==> src/rtl/ps2_pkg.sv <==
// Shared PS/2 receiver types and constants: frame FSM states, prefix bytes, frame geometry.
package ps2_pkg;

  typedef enum logic [1:0] {
    ST_IDLE   = 2'd0,
    ST_DATA   = 2'd1,
    ST_PARITY = 2'd2,
    ST_STOP   = 2'd3
  } ps2_state_e;

  localparam logic [7:0]  PS2_BREAK     = 8'hF0;
  localparam logic [7:0]  PS2_EXT       = 8'hE0;
  localparam int unsigned PS2_FRAME_LEN = 11;
  // Start, parity and stop bits surround the data byte.
  localparam int unsigned PS2_DATA_BITS = PS2_FRAME_LEN - 3;

endpackage

==> src/rtl/ps2_sync_filter.sv <==
// 2-FF synchronizer followed by a glitch filter; the filtered level changes only after the
// synchronized input holds a new value for FILTER_LEN cycles. o_fall pulses on a filtered 1->0.
module ps2_sync_filter #(
  parameter int unsigned FILTER_LEN = 8
) (
  input  logic clk,
  input  logic reset_n,
  input  logic i_raw,
  output logic o_sync,
  output logic o_level,
  output logic o_fall
);

  localparam int unsigned CNT_W = (FILTER_LEN > 1) ? $clog2(FILTER_LEN) : 1;

  logic [1:0]       r_sync;
  logic             r_level;
  logic             r_fall;
  logic [CNT_W-1:0] r_cnt;

  always_ff @(posedge clk or negedge reset_n) begin
    if (!reset_n) begin
      r_sync  <= '0;
      r_level <= 1'b0;
      r_fall  <= 1'b0;
      r_cnt   <= '0;
    end else begin
      r_sync <= {r_sync[0], i_raw};
      r_fall <= 1'b0;
      if (r_sync[1] == r_level) begin
        r_cnt <= '0;
      end else if (r_cnt == CNT_W'(FILTER_LEN - 1)) begin
        r_level <= r_sync[1];
        r_cnt   <= '0;
        r_fall  <= r_level;
      end else begin
        r_cnt <= r_cnt + CNT_W'(1);
      end
    end
  end

  assign o_sync  = r_sync[1];
  assign o_level = r_level;
  assign o_fall  = r_fall;

endmodule

==> src/rtl/ps2_keyboard_rx.sv <==
// PS/2 keyboard receiver: deserializes 11-bit frames into scan codes and tracks the held key
// through make/break/extended prefixes.
module ps2_keyboard_rx
  import ps2_pkg::*;
#(
  parameter int unsigned FILTER_LEN     = 8,
  parameter int unsigned TIMEOUT_CYCLES = 50000
) (
  input  logic       clk,
  input  logic       reset_n,
  input  logic       ps2_clk,
  input  logic       ps2_data,
  output logic [7:0] code,
  output logic       code_valid,
  output logic       frame_err,
  output logic [7:0] key_code,
  output logic       key_down
);

  localparam int unsigned TMO_W = $clog2(TIMEOUT_CYCLES + 1);

  logic w_strobe, w_clk_sync, w_clk_level;
  logic w_data, w_data_level, w_data_fall;
  logic w_unused;

  ps2_sync_filter #(.FILTER_LEN(FILTER_LEN)) u_clk_filt (
    .clk(clk), .reset_n(reset_n), .i_raw(ps2_clk),
    .o_sync(w_clk_sync), .o_level(w_clk_level), .o_fall(w_strobe)
  );

  ps2_sync_filter #(.FILTER_LEN(FILTER_LEN)) u_data_filt (
    .clk(clk), .reset_n(reset_n), .i_raw(ps2_data),
    .o_sync(w_data), .o_level(w_data_level), .o_fall(w_data_fall)
  );

  assign w_unused = &{1'b0, w_clk_sync, w_clk_level, w_data_level, w_data_fall};

  ps2_state_e       r_state, w_next;
  logic [7:0]       r_shift;
  logic [2:0]       r_bit_cnt;
  logic             r_par_ok;
  logic [TMO_W-1:0] r_tmo;
  logic [7:0]       r_code, r_key_code;
  logic             r_code_valid, r_frame_err, r_key_down, r_brk, r_ext;
  logic             w_timeout, w_valid_c, w_err_c;

  // A strobe in the same cycle as the limit wins over the timeout.
  assign w_timeout = (r_state != ST_IDLE) && !w_strobe && (r_tmo == TMO_W'(TIMEOUT_CYCLES - 1));

  always_ff @(posedge clk or negedge reset_n) begin
    if (!reset_n) r_state <= ST_IDLE;
    else          r_state <= w_next;
  end

  always_comb begin
    w_next = r_state;
    case (r_state)
      ST_IDLE:   if (w_strobe && !w_data) w_next = ST_DATA;
      ST_DATA:   if (w_strobe && r_bit_cnt == 3'(PS2_DATA_BITS - 1)) w_next = ST_PARITY;
      ST_PARITY: if (w_strobe) w_next = ST_STOP;
      ST_STOP:   if (w_strobe) w_next = ST_IDLE;
      default:   w_next = ST_IDLE;
    endcase
    if (w_timeout) w_next = ST_IDLE;
  end

  always_comb begin
    w_valid_c = 1'b0;
    w_err_c   = w_timeout;
    if (w_strobe) begin
      case (r_state)
        ST_IDLE: w_err_c = w_data;
        ST_STOP: begin
          w_valid_c = w_data && r_par_ok;
          w_err_c   = !(w_data && r_par_ok);
        end
        default: ;
      endcase
    end
  end

  // Frame datapath: shift register, bit counter, parity, idle timeout.
  always_ff @(posedge clk or negedge reset_n) begin
    if (!reset_n) begin
      r_shift      <= '0;
      r_bit_cnt    <= '0;
      r_par_ok     <= 1'b0;
      r_tmo        <= '0;
      r_code       <= '0;
      r_code_valid <= 1'b0;
      r_frame_err  <= 1'b0;
    end else begin
      if (w_strobe || r_state == ST_IDLE || w_timeout) r_tmo <= '0;
      else                                            r_tmo <= r_tmo + TMO_W'(1);
      if (w_strobe) begin
        case (r_state)
          ST_IDLE:   r_bit_cnt <= '0;
          ST_DATA: begin
            r_shift   <= {w_data, r_shift[7:1]};
            r_bit_cnt <= r_bit_cnt + 3'(1);
          end
          ST_PARITY: r_par_ok <= ^{r_shift, w_data};
          default: ;
        endcase
      end
      r_code_valid <= w_valid_c;
      r_frame_err  <= w_err_c;
      if (w_valid_c) r_code <= r_shift;
    end
  end

  // Held-key tracker driven by accepted bytes.
  always_ff @(posedge clk or negedge reset_n) begin
    if (!reset_n) begin
      r_key_code <= '0;
      r_key_down <= 1'b0;
      r_brk      <= 1'b0;
      r_ext      <= 1'b0;
    end else if (r_code_valid) begin
      if (r_code == PS2_BREAK) begin
        r_brk <= 1'b1;
      end else if (r_code == PS2_EXT) begin
        r_ext <= 1'b1;
      end else begin
        r_brk <= 1'b0;
        r_ext <= 1'b0;
        if (!r_ext) begin
          if (r_brk) begin
            if (r_code == r_key_code) begin
              r_key_code <= '0;
              r_key_down <= 1'b0;
            end
          end else begin
            r_key_code <= r_code;
            r_key_down <= 1'b1;
          end
        end
      end
    end else if (r_frame_err) begin
      r_brk <= 1'b0;
      r_ext <= 1'b0;
    end
  end

  assign code       = r_code;
  assign code_valid = r_code_valid;
  assign frame_err  = r_frame_err;
  assign key_code   = r_key_code;
  assign key_down   = r_key_down;

endmodule

==> config.mk <==
export PLATFORM = sky130hd
export DESIGN_NAME = ps2_keyboard_rx
export DESIGN_NICKNAME = d
export VERILOG_FILES = /design/src/rtl/ps2_pkg.sv /design/src/rtl/ps2_sync_filter.sv /design/src/rtl/ps2_keyboard_rx.sv
export SDC_FILE = /design/constraint.sdc
export NUM_CORES = 1
export LEC_CHECK = 0
export ABC_AREA = 1
export CAP_MARGIN = 20
export CORE_UTILIZATION = 40
export CTS_BUF_LIST = sky130_fd_sc_hd__clkbuf_8
export DETAILED_ROUTE_END_ITERATION = 10
export PLACE_DENSITY_LB_ADDON = 0.08
export SKIP_CTS_REPAIR_TIMING = 1
export SYNTH_ARGS = -nofsm -noshare
export SYNTH_HDL_FRONTEND = slang
export SYNTH_SLANG_ARGS = --single-unit
export TNS_END_PERCENT = 30
==> constraint.sdc <==
create_clock -name clk -period 1.5 [get_ports clk]
set_clock_uncertainty 0.15 [all_clocks]
set_input_delay 0.3 -clock clk [delete_from_list [all_inputs] [get_ports clk]]
set_output_delay 0.3 -clock clk [all_outputs]
set_load 0.05 [all_outputs]
==> results of run 1 <==
## where the power goes
part	switching [W]	internal, W	total, W
clock	0.000651	0.000626	0.00128
sequential	0.0000998	0.00174	0.00184
combinational	0.000560	0.000485	0.00105
total	0.00131	0.00285	0.00416
## through the flow
stage / setup WS, ns / std cells / util (%) / power (W)
after global routing: -0.192 / 543 / 58.8 / 0.00443
after CTS: -0.229 / 537 / 55.5 / 0.00397
after detailed placement: -0.229 / 521 / 53.1 / 0.00267
final: -0.0975 / 543 / 58.8 / 0.00416
after global placement: -0.132 / 521 / 53.1 / 0.00265
after floorplan: -0.0575 / 361 / - / 0.00235
## critical path: stages, from the launching register on
cell and delay (ns):
sky130_fd_sc_hd__dfrtp_2 0.43, sky130_fd_sc_hd__buf_6 0.12, sky130_fd_sc_hd__buf_6 0.12, sky130_fd_sc_hd__buf_12 0.14
## final timing paths
kind	endpoint	slack [ns]	cells after the start
setup / recovery	code[0]	-0.1	3
hold / removal	u_data_filt.r_sync[1]	0.20	0
setup reg to reg	r_tmo[11]	-0.09	7
hold reg to reg	u_data_filt.r_sync[1]	0.20	0
max in group asynchronous	code[0]	0.55	3
min in group asynchronous	key_down	0.32	3
## cells by family (layout without fill, tap and decap cells)
logic type	after synthesis	count (layout)	synth area share, %
simple gates	198	198	29.5
flops	60	60	50.1
buf+inv	46	129	6.18
compound gates	34	34	6.18
xor+xnor	13	13	3.80
fa+ha+maj	10	10	4.18
## final cells by class
cell class                 count  area share, %
tap                           99           2.90
clock inverter                 6          0.763
inverter                      42           3.70
clock buffer                  10           3.23
timing repair buffer          71           20.4
sequential                    60           35.5
multi-input combinational    255           33.5
## sequential cells by signal, indices dropped and copies added (netlist names)
register            count
r_shift                 8
u_clk_filt.r_sync       2
u_data_filt.r_sync      2
code_valid              1
frame_err               1
r_state                 2
u_clk_filt.o_fall       1
u_clk_filt.o_level      1
r_ext                   1
key_code                8
r_brk                   1
code                    8
r_tmo                  16
u_clk_filt.r_cnt        3
r_bit_cnt               3
r_par_ok                1
key_down                1
## layer usage
metal | vias up | wire, microns
met1 | 1227 | 2920
met5 | - | 0
met3 | 8 | 172
met2 | 43 | 3260
met4 | 0 | 121
li1 | 1293 | -
## synthesized netlist by cell type (5+ instances only)
cell type	instances
sky130_fd_sc_hd__nand2_1	112
sky130_fd_sc_hd__nor2_1	33
sky130_fd_sc_hd__nor2_2	6
sky130_fd_sc_hd__o21ai_0	20
sky130_fd_sc_hd__nand2_2	5
sky130_fd_sc_hd__nand3_1	21
sky130_fd_sc_hd__xor2_1	6
sky130_fd_sc_hd__nor3_1	9
sky130_fd_sc_hd__ha_1	10
sky130_fd_sc_hd__xnor2_1	7
sky130_fd_sc_hd__dfrtp_1	60
sky130_fd_sc_hd__a21oi_1	6
sky130_fd_sc_hd__inv_1	39
## placed cells by master, fill, tap and decap left out, drive strengths merged, types with 7 or more instances in the layout
cell type / netlist / layout
buf: 3 / 68
clkbuf: 1 / 10
dfrtp: 60 / 60
ha: 10 / 10
inv: 40 / 42
nand2: 118 / 118
nand3: 23 / 23
nor2: 40 / 40
nor3: 11 / 11
o21ai: 22 / 22
xnor2: 7 / 7
==> flow_summary.toml, run 1 <==
[grt]
globalRouteTotalUtil_pct = 18.7
grt.overflow.total = 0
grt_first_pass_wirelength_microns = 11200
global_route.peak_usage_layer = "met2"
grt_max_degree = 61
grt_pass1_vias = 2498
grt_util_met3_pct = 3.64
global_route.usage.met2_pct = 31.6
number_of_antenna_violations_at_the_first_check_in_global_routing = 0
grt_util_met1_pct = 23.3

[worst_setup_path]
timing.critical_path.to_type = "output port"
critical_path_arrival_ns = 1.15
crit_path_start = "code[0]"
rr_startpoint = "r_tmo[7]"
critical_path_class = "register to output port"
timing.critical_path.required_ns = 1.05
critPathMaxFanout = 3
cp-start-kind = "register"

[drt]
drtPass1Iterations = 4
vias = 2571
via_per_inst = 4.73
finalWirelength_microns = 6470
antenna_violating_nets_post_route = 0
wire_per_inst_microns = 11.9
detail_route.drc_violations = 0
drt_iter0_markers = 107

[finish]
final.fill_count = 660
design.final.nets = 453
layout-drive-gt1-share_pct = 29.1
final-seq-area_sq_um = 1510
final_area_sq_um = 4270
multi_input_comb_area_sq_um = 1430
n_antenna_cell = 0
area.growth.synth_to_final_pct = 42.4

[floorplanning]
dieHeight_microns = 88.5
core_sq_um = 7250
dieWidth_microns = 88.5
design.die.area_sq_um = 7840
rows = 31
initial_utilization_pct = 41.3
io_pins = 23

[hold_path]
hold_path_startpoint = "u_data_filt.r_sync[0]"
worstHoldPathType = "register to register"

[power]
maximum_vdd_ir_drop_mv = 0.571
p_leak_nw = 2.04
power-per-cell-area_nw_per_um2 = 976

[sta]
timing_worst_slew_pin_value_ns = 0.367
fin_tns_setup_ns = -1.28
f_max_ghz = 0.626
worst_slack_ns = -0.0975
report.final.slew_viol_count = 0
timing.max_slew.rel_slack_pct = 75.2
min_period_over_period_pct = 107
hold_slack_ns = 0.200
rsz0062_at_grt = "yes"
setup_viol_count_final = 21
finalHoldViolations = 0
final_period_minus_worst_setup_slack_ns = 1.60

[synth]
synth.cell_area_sq_um = 3000
asyncSetResetFlopFracSynth_pct = 100
synth_flop_cell = "sky130_fd_sc_hd__dfrtp_1"
yosys.area.top_type = "sky130_fd_sc_hd__dfrtp_1"
ys_seq_area_share_pct = 50.1
synth_top_cells_by_area = "sky130_fd_sc_hd__dfrtp_1, sky130_fd_sc_hd__nand2_1, sky130_fd_sc_hd__inv_1"
synth_enable_flop_cells = 0
netlist-cell-type-count = 33
synthesis.yosys.warnings = 0
synthesis.instances = 361
postSynthNetCount = 375
synth.top_cell.area_share_pct = 50.1
ys_seq_elements = 60
post_synth.cell_area_avg_sq_um = 8.30

[job]
cap_violations = 0

[clocking]
clock_tree.htree_level_count = 3
ctsLongestPathBuffers = 2
clockRootBuffer = "sky130_fd_sc_hd__clkbuf_8"
later_pin_clock_latency_in_the_skew_report_ns = 0.34
cts_inserted_buffers = 9
cts_tree = "built"
clock_transition_at_the_registers_of_the_reported_paths_ns = 0.07
cts.sinks = 60

[place]
post_dp_cell_area_sq_um = 3850
gpl.final_weighted_congestion = 0.817
place_hpwl_microns = 4590
number_of_buffers_added_on_ports = 22

[run_status]
violated_checks = "negative setup slack"
outcome = "finished, violations left"
(Power assumes the default switching activity.)
==> run 2: changes to the inputs <==
--- a/config.mk
+++ b/config.mk
@@ -7,7 +7,7 @@
 export LEC_CHECK = 0
 export ABC_AREA = 1
 export CAP_MARGIN = 20
-export CORE_UTILIZATION = 40
+export CORE_UTILIZATION = 50
 export CTS_BUF_LIST = sky130_fd_sc_hd__clkbuf_8
 export DETAILED_ROUTE_END_ITERATION = 10
 export PLACE_DENSITY_LB_ADDON = 0.08
==> constraint.sdc (replaced) <==
create_clock -name clk -period 1.91 [get_ports clk]
set_clock_uncertainty 0.15 [all_clocks]
set_input_delay 0.382 -clock clk [delete_from_list [all_inputs] [get_ports clk]]
set_output_delay 0.382 -clock clk [all_outputs]
set_load 0.05 [all_outputs]
==> run 2 against run 1 <==
Effect of this change:
- the flow now finishes without violations
- critical path type is now register to register
- critical path depth rose by 3
- non-clock buffer count fell by 45
- global-route usage rose by 1.1 points
- largest cell class unchanged
- largest power group unchanged
- first-iteration DRC count rose by 0.93%
- clock power fell by 14%
==> flow_summary.toml, run 2 (synthesis gave the netlist of run 1 again) <==
[hold_path]
holdPathEnd = "u_data_filt.r_sync[1]"
worst_hold_path.num_cells = 0
hold_path_startpoint = "u_data_filt.r_sync[0]"
worstHoldPathType = "register to register"

[grt]
number_of_antenna_violations_at_the_first_check_in_global_routing = 0
grt_first_pass_wirelength_microns = 9540
grt_pass1_vias = 2171
grt.overflow.total = 0
grt_max_degree = 61
globalRouteTotalUtil_pct = 19.8

[finish]
final-seq-area_sq_um = 1500
layout-drive-gt1-share_pct = 13.9
n_antenna_cell = 0
area.growth.synth_to_final_pct = 17.2
layout_commonest_cell = "sky130_fd_sc_hd__nand2_1"
multi_input_comb_area_sq_um = 1310
largest_register_ffs = 16
design.final.nets = 408
registers.top_by_ff_count = "r_tmo"
instances_no_fill = 469
fin_util_pct = 62.2
mostFrequentLayoutCells = "sky130_fd_sc_hd__nand2_1, sky130_fd_sc_hd__dfrtp_1, sky130_fd_sc_hd__inv_1"
final.fill_count = 481

[drt]
via_per_inst = 4.91
vias = 2301
wire_per_inst_microns = 11.4
drtPass1Iterations = 6
detail_route.drc_violations = 0
finalWirelength_microns = 5330
drt_iter0_markers = 108
antenna_violating_nets_post_route = 0

[clocking]
clockRootBuffer = "sky130_fd_sc_hd__clkbuf_8"
clock_transition_at_the_registers_of_the_reported_paths_ns = 0.06
later_pin_clock_latency_in_the_skew_report_ns = 0.33
ctsLongestPathBuffers = 2
cts_tree = "built"
clock_tree.htree_level_count = 3
cts_inserted_buffers = 9
cts.sinks = 60

[worst_setup_path]
crit_top_cell = "sky130_fd_sc_hd__nor2_1"
slowest_stage_delay_on_critical_path_ns = 0.39
crit_path_buffers_inverters = 1
timing.critical_path.required_ns = 2.02
reg2reg_to = "r_tmo[14]"
rr_startpoint = "r_state[0]"
critical_path_arrival_ns = 1.87
cp-start-kind = "register"
timing.critical_path.to_type = "register"
reg2reg_depth = 6
critical_path.cell_chain = "inv_1, ha_1, nor2_1, nand2_2, o21bai_1, nor2_1"
path_delay_family = "simple AND/OR/NAND/NOR gates"
ff2ff_setup_slack_ns = 0.15
critical_path_class = "register to register"
critPathMaxFanout = 15
slowest_stage = "sky130_fd_sc_hd__dfrtp_1"

[power]
maximum_vdd_ir_drop_mv = 0.561
power-per-cell-area_nw_per_um2 = 864
p_leak_nw = 1.73

[sta]
setup_viol_count_final = 0
timing.max_slew.rel_slack_pct = 65.6
f_max_ghz = 0.568
finalHoldViolations = 0
worst_slack_ns = 0.148
timing_worst_slew_pin_value_ns = 0.516
report.final.slew_viol_count = 0
fin_tns_setup_ns = 0
min_period_over_period_pct = 92.2
final_period_minus_worst_setup_slack_ns = 1.76
rsz0062_at_grt = "yes"

[job]
cap_violations = 0

[floorplanning]
core_sq_um = 5640
design.die.area_sq_um = 6300
rows = 27
io_pins = 23
dieHeight_microns = 79.4
initial_utilization_pct = 53.1
dieWidth_microns = 79.4

[place]
dp_slack_ns = 0.166
place_hpwl_microns = 3840
number_of_buffers_added_on_ports = 22
post-place-cells = 454
gpl.final_weighted_congestion = 0.898

[run_status]
outcome = "finished clean"
## run 2: cell count changes in the layout (fill, tap and decap cells not counted), sizes merged
cell and delta:
clkinvlp -2, buf -45, clkinv -1, clkbuf +1
bufinv +1, inv -1
## run 2: layer usage
layer	vias up	global-route usage, %	share of wire [%]
li1	1204	-	-
met1	1052	26.6	52
met2	35	29.9	44
met3	10	3.77	2.5
met4	0	11.5	2.1
met5	-	0	0
## run 2: per-stage QoR
stage | hold WS, ns | power, W | cell area [sq um]
after floorplan | -0.0636 | 0.00184 | 3000
final | 0.202 | 0.00303 | 3510
after CTS | -0.0994 | 0.00307 | 3500
after detailed placement | 0.186 | 0.00196 | 3310
after global placement | 0.182 | 0.00194 | 3310
after global routing | 0.209 | 0.00322 | 3510
## run 2: worst max-delay path by stage
stage	depth (start not counted)	slack, ns	end	start
3_3_place_gp	6	0.22	r_tmo[14]	r_state[0]
5_1_grt	6	-0.03	r_tmo[9]	r_state[0]
3_5_place_dp	6	0.17	r_tmo[14]	r_state[0]
2_1_floorplan	7	0.21	key_code[0]	code[2]
4_1_cts	6	0.15	r_tmo[14]	r_state[0]
6_report	6	0.15	r_tmo[14]	r_state[0]
## run 2: worst register-to-register path: stages, from the launching register on
cell	delay [ns]
sky130_fd_sc_hd__dfrtp_1	0.39
sky130_fd_sc_hd__inv_1	0.10
sky130_fd_sc_hd__ha_1	0.25
sky130_fd_sc_hd__nor2_1	0.25
sky130_fd_sc_hd__nand2_2	0.24
sky130_fd_sc_hd__o21bai_1	0.22
sky130_fd_sc_hd__nor2_1	0.10
## run 2: power breakdown
group / leakage, nW / internal, W / switching (W)
logic: 0.812 / 0.000182 / 0.000317
clock network: 0.102 / 0.000652 / 0.000453
registers: 0.820 / 0.00136 / 0.0000657
## run 2: area by class of cell
type | count | share of cell area (%)
Multi-Input combinational cell | 255 | 37.3
Timing Repair Buffer | 26 | 7.48
Clock buffer | 11 | 4.31
Inverter | 42 | 4.49
Tap cell | 72 | 2.57
Clock inverter | 3 | 1.10
Sequential cell | 60 | 42.8
==> patch 1, RTL diff (settings of run 2) <==
`FILTER_LEN` is set to 8 in 2 places; all go to 16.
--- a/src/rtl/ps2_sync_filter.sv
+++ b/src/rtl/ps2_sync_filter.sv
@@ -1,7 +1,7 @@
 // 2-FF synchronizer followed by a glitch filter; the filtered level changes only after the
 // synchronized input holds a new value for FILTER_LEN cycles. o_fall pulses on a filtered 1->0.
 module ps2_sync_filter #(
-  parameter int unsigned FILTER_LEN = 8
+  parameter int unsigned FILTER_LEN = 16
 ) (
   input  logic clk,
   input  logic reset_n,
--- a/src/rtl/ps2_keyboard_rx.sv
+++ b/src/rtl/ps2_keyboard_rx.sv
@@ -3,7 +3,7 @@
 module ps2_keyboard_rx
   import ps2_pkg::*;
 #(
-  parameter int unsigned FILTER_LEN     = 8,
+  parameter int unsigned FILTER_LEN     = 16,
   parameter int unsigned TIMEOUT_CYCLES = 50000
 ) (
   input  logic       clk,
Behaviour: same outputs for any inputs over 10 cycles, from zero or initial values and one cycle with reset_n low; that may be too few to reach the edited logic, so the function may still have changed.
==> patch 1 against run 2 <==
Wire length is 1.8% lower. Non-clock buffer count is 1 lower. Sequential cell count is 1 higher. Sequential share of layout area is 1.2 points higher. Final area is 1.2% lower. Final cell count is 0.64% lower. Synthesized cell count is 1.1% lower. Synthesized area is 0.21% lower. Utilization is 0.73 points lower. Worst setup slack better by 64 ps.
Power is not compared: it rests on default switching activity, and its combinational part moved more than twofold at a synthesized area within 25%.
==> patch 1: results (changes against run 2) <==
The met3 track demand over resource is 0.0379 (was 0.0377), and the length of the first detailed-routing pass in iterations is 4 (was 6). The met1 track demand over resource was 0.248 (was 0.266). The highest fanout seen on the critical path came out at 6 (was 15).

The number of design-rule violations left by the first detailed-router iteration was 90 (was 108); the met2 global-route usage was 0.329 (was 0.299). The critical path's slowest cell was sky130_fd_sc_hd__dfrtp_1 (unchanged). Count of cell types in the netlist: 28 (was 33). The worst-case hold slack is 206 ps (was 202 ps). Top post-synthesis cells by count: 98 x sky130_fd_sc_hd__nand2_1, 61 x sky130_fd_sc_hd__dfrtp_1, 44 x sky130_fd_sc_hd__nor2_1 (was 112 x sky130_fd_sc_hd__nand2_1, 60 x sky130_fd_sc_hd__dfrtp_1, 39 x sky130_fd_sc_hd__inv_1). The final routed wirelength across all metal layers is 5240 um (was 5330 um), and the overall fraction of global-route tracks in use is 0.199 (was 0.198). The average detailed-routed wire length per instance is 11.2 um (was 11.4 um), and the via count is 2276 (was 2301). The xor/xnor cell area share of the yosys netlist is 0.0527 (was 0.0380), and the shortest clock period the worst path allows after layout is 1700 ps (was 1760 ps). The tools report the met1 wire length as 2550 um (was 2770 um). The reg-to-reg critical path startpoint is r_state[1] (was r_state[0]). Endpoint of the worst register-to-register path: r_state[0] (was r_tmo[14]). The final net count was 402 (was 408). The fraction of the mapped netlist area in compound gates works out to 0.0586 (was 0.0618). The run finished with clean final reports. Wire length on met3: 174 um (was 131 um).

The tools report the pin count of the biggest net entering global routing as 62 (was 61). The cell family with the largest share of critical-path delay was flip-flops (was simple AND/OR/NAND/NOR gates). For the wire length of the first global-routing pass, the log shows 9520 um (was 9540 um).

The share of the yosys chip area belonging to registers is 0.511 (was 0.501). The design draws 2.55 mW. The ratio of cells with drive above 1 in the final layout works out to 0.142 (was 0.139). Fraction of synthesized area in multiplexers: 0.00377 (was 0).

The run gives 449 (was 454) as the total instance count after detailed placement. The total clock buffers created by CTS was 9 (unchanged). The detailed route wirelength on metal2 was 2400 um (was 2320 um); the final estimated routing congestion in global placement was 0.873 (was 0.898). The logic depth of the worst register-to-register path works out to 8 (was 6). Final-layout fill cell count: 520 (was 481). For the total placed instance area, the log shows 3250 um2 (was 3310 um2). Synth area leaders: sky130_fd_sc_hd__dfrtp_1 51%, sky130_fd_sc_hd__nand2_1 12%, sky130_fd_sc_hd__nor2_1 5.5% (was sky130_fd_sc_hd__dfrtp_1 50%, sky130_fd_sc_hd__nand2_1 14%, sky130_fd_sc_hd__inv_1 4.9%).

The gate count of the mapped netlist came out at 357 (was 361). Placed wire-length estimate: 3820 um (was 3840 um). The post-synthesis adder-cell area fraction is 0.0377 (was 0.0418), and the data arrival time of the critical path is 1770 ps (was 1870 ps). The run gives 0.692 (was 0.656) as the worst slew margin relative to its limit.

The tools report the flop-to-flop setup slack as 210 ps (was 150 ps).
[patch 1: worst max-delay path by stage]
stage               start          end  cells past startpoint
3_5_place_dp   r_state[1]   r_state[0]                      8
2_1_floorplan     code[5]  key_code[5]                      7
4_1_cts        r_state[1]   r_state[0]                      8
5_1_grt          r_tmo[0]     r_tmo[4]                      8
6_report       r_state[1]   r_state[0]                      8
3_3_place_gp   r_state[1]   r_state[1]                      8
[patch 1: final cells by class]
| class | count | area (um2) | share of cell area |
|---|---|---|---|
| clock buffer | 12 | 165 | 0.0476 |
| clock inverter | 4 | 45.0 | 0.0130 |
| inverter | 40 | 150 | 0.0433 |
| multi-input combinational | 252 | 1290 | 0.371 |
| sequential | 61 | 1530 | 0.440 |
| tap | 72 | 90.1 | 0.0260 |
| timing repair buffer | 25 | 205 | 0.0591 |
[patch 1: kinds of logic after synthesis]
kind of cell	after synthesis
muxes	1
AOI/OAI and AO/OA	32
DFF	61
adders and majority gates	9
and+or+nand+nor	192
xor gates and xnor gates	18
buffers and inverters	44
==> patch 2, RTL diff (settings of run 2) <==
Made on the original files. Register the output `key_code` once more, cleared by the reset; this adds one clock of latency there. The other outputs are not delayed to match.
--- a/src/rtl/ps2_keyboard_rx.sv
+++ b/src/rtl/ps2_keyboard_rx.sv
@@ -145,7 +145,13 @@
   assign code       = r_code;
   assign code_valid = r_code_valid;
   assign frame_err  = r_frame_err;
-  assign key_code   = r_key_code;
+  always_ff @(posedge clk or negedge reset_n) begin
+    if (!reset_n) begin
+      key_code <= '0;
+    end else begin
+      key_code <= r_key_code;
+    end
+  end
   assign key_down   = r_key_down;
 
 endmodule
Behaviour: no difference found for any inputs over 10 cycles, from zero or initial values and one cycle with reset_n low; that may be too few to reach the edited logic, so the function may still have changed.
==> patch 2 against run 2 <==
Sequential share of layout area up 2.9 points. Synthesized area up 7.3%. Largest power group unchanged. Wire length up 3.7%. Worst setup slack worse by 8.6 ps. Final area up 6.1%. Total power up 9.4%. Count of clock-buffer cells in the layout unchanged. Sequential cell count up 8. Critical endpoint is now r_tmo[9].
==> patch 2: results (changes against run 2) <==
The run finished with clean final reports. The tools report the pin count of the biggest net entering global routing as 69 (was 61). The clock latency on the worst-skew pair is 350 ps (was 330 ps). The sequential fraction of total cell area came out at 0.457 (was 0.428). The met3 track demand over resource was 0.0429 (was 0.0377); the total clock buffers created by CTS was 9 (unchanged).

Post-placement worst setup slack: 165 ps (was 166 ps). The final non-filler cell total was 476 (was 469). Number of non-clock inverters: 44 (was 42). The final-layout fill cell count is 541 (was 481).

The final estimated routing congestion in global placement is 0.835 (was 0.898). Sequential standard cell area: 1700 um2 (was 1500 um2). Number of design-rule violations left by the first detailed-router iteration: 91 (was 108). The highest ir drop seen on vdd was 0.676 mV (was 0.561 mV); the via count of the first global-routing pass was 2230 (was 2171).

The placed wire-length estimate is 4020 um (was 3840 um), and the fraction of area in multi-input gates is 0.355 (was 0.373). The highest fanout seen on the critical path is 11 (was 15). The number of multi-input logic gates was 247 (was 255); the clock buffer and inverter area fraction after layout was 0.0544 (was 0.0542). The run gives 530 uW (was 500 uW) as the combinational power. The xor/xnor cell area share of the yosys netlist was 0.0463 (was 0.0380); the wire length on met3 was 144 um (was 131 um). The via count is 2306 (was 2301), and the buffer share of cell area is 0.0638 (was 0.0748). The wire length of the first global-routing pass was 9720 um (was 9540 um); the gate count of the mapped netlist was 363 (was 361). For the share of the yosys chip area belonging to registers, the log shows 0.529 (was 0.501). Synth area leaders: sky130_fd_sc_hd__dfrtp_1 53%, sky130_fd_sc_hd__nand2_1 12%, sky130_fd_sc_hd__inv_1 4.3% (was sky130_fd_sc_hd__dfrtp_1 50%, sky130_fd_sc_hd__nand2_1 14%, sky130_fd_sc_hd__inv_1 4.9%). Top post-synthesis cells by count: 104 x sky130_fd_sc_hd__nand2_1, 68 x sky130_fd_sc_hd__dfrtp_1, 37 x sky130_fd_sc_hd__inv_1 (was 112 x sky130_fd_sc_hd__nand2_1, 60 x sky130_fd_sc_hd__dfrtp_1, 39 x sky130_fd_sc_hd__inv_1). The logs give 2830 um (was 2770 um) for the met1 wire length and 2.40 mW (was 2.20 mW) for the internal power of the cells.

The logs give 410 (was 408) for the final net count and 0.296 (was 0.299) for the met2 global-route usage. Length of the first detailed-routing pass in iterations: 4 (was 6). The average detailed-routed wire length per instance is 11.6 um (was 11.4 um).

The ratio of cells with drive above 1 in the final layout was 0.175 (was 0.139). The worst slew margin relative to its limit is 0.706 (was 0.656). The synthesized netlist net count came out at 377 (was 375). The met1 track demand over resource was 0.255 (was 0.266); the flip-flop and latch count after synthesis was 68 (was 60). The tools report the total placed instance area as 3510 um2 (was 3310 um2). Endpoint of the worst register-to-register path: r_tmo[9] (was r_tmo[14]).

The run gives 0.195 (was 0.198) as the overall fraction of global-route tracks in use. The fraction of the mapped netlist area in compound gates works out to 0.0568 (was 0.0618). The switching power was 921 uW (was 836 uW). The post-synthesis adder-cell area fraction works out to 0.0389 (was 0.0418). The tools report the post-layout utilization of the core as 0.614 (was 0.622).

For the clock group share of total power, the log shows 0.359 (was 0.364). The fraction of synthesized area in multiplexers is 0.00350 (was 0). The count of cell types in the netlist was 34 (was 33).
-- patch 2: changes by cell type in the layout (fill, tap and decap cells not counted), sizes merged, moves of 3 or more --
cell / run 2 / this run
inv: 41 / 44
nor2: 40 / 37
xnor2: 7 / 10
dfrtp: 60 / 68
nand2: 118 / 112
a21oi: 6 / 3
-- patch 2: worst min-delay path by stage --
stage	startpoint	endpoint	slack, ps	cells past startpoint
finish	u_data_filt.r_sync[0]	u_data_filt.r_sync[1]	200	0
global route	u_data_filt.r_sync[0]	u_data_filt.r_sync[1]	200	0
CTS	reset_n	r_shift[7]	-90	2
detailed placement	u_data_filt.r_sync[0]	u_data_filt.r_sync[1]	190	0
global placement	u_data_filt.r_sync[0]	u_data_filt.r_sync[1]	180	0
floorplan	reset_n	code[0]	-60	0
-- patch 2: worst max-delay path: cells and delay by family, from the launching register on --
kind	cells	cell delay, ps
AOI/OAI and AO/OA	1	130
adders and majority gates	1	250
buffers and inverters	2	310
DFF	1	400
and+or+nand+nor	2	450
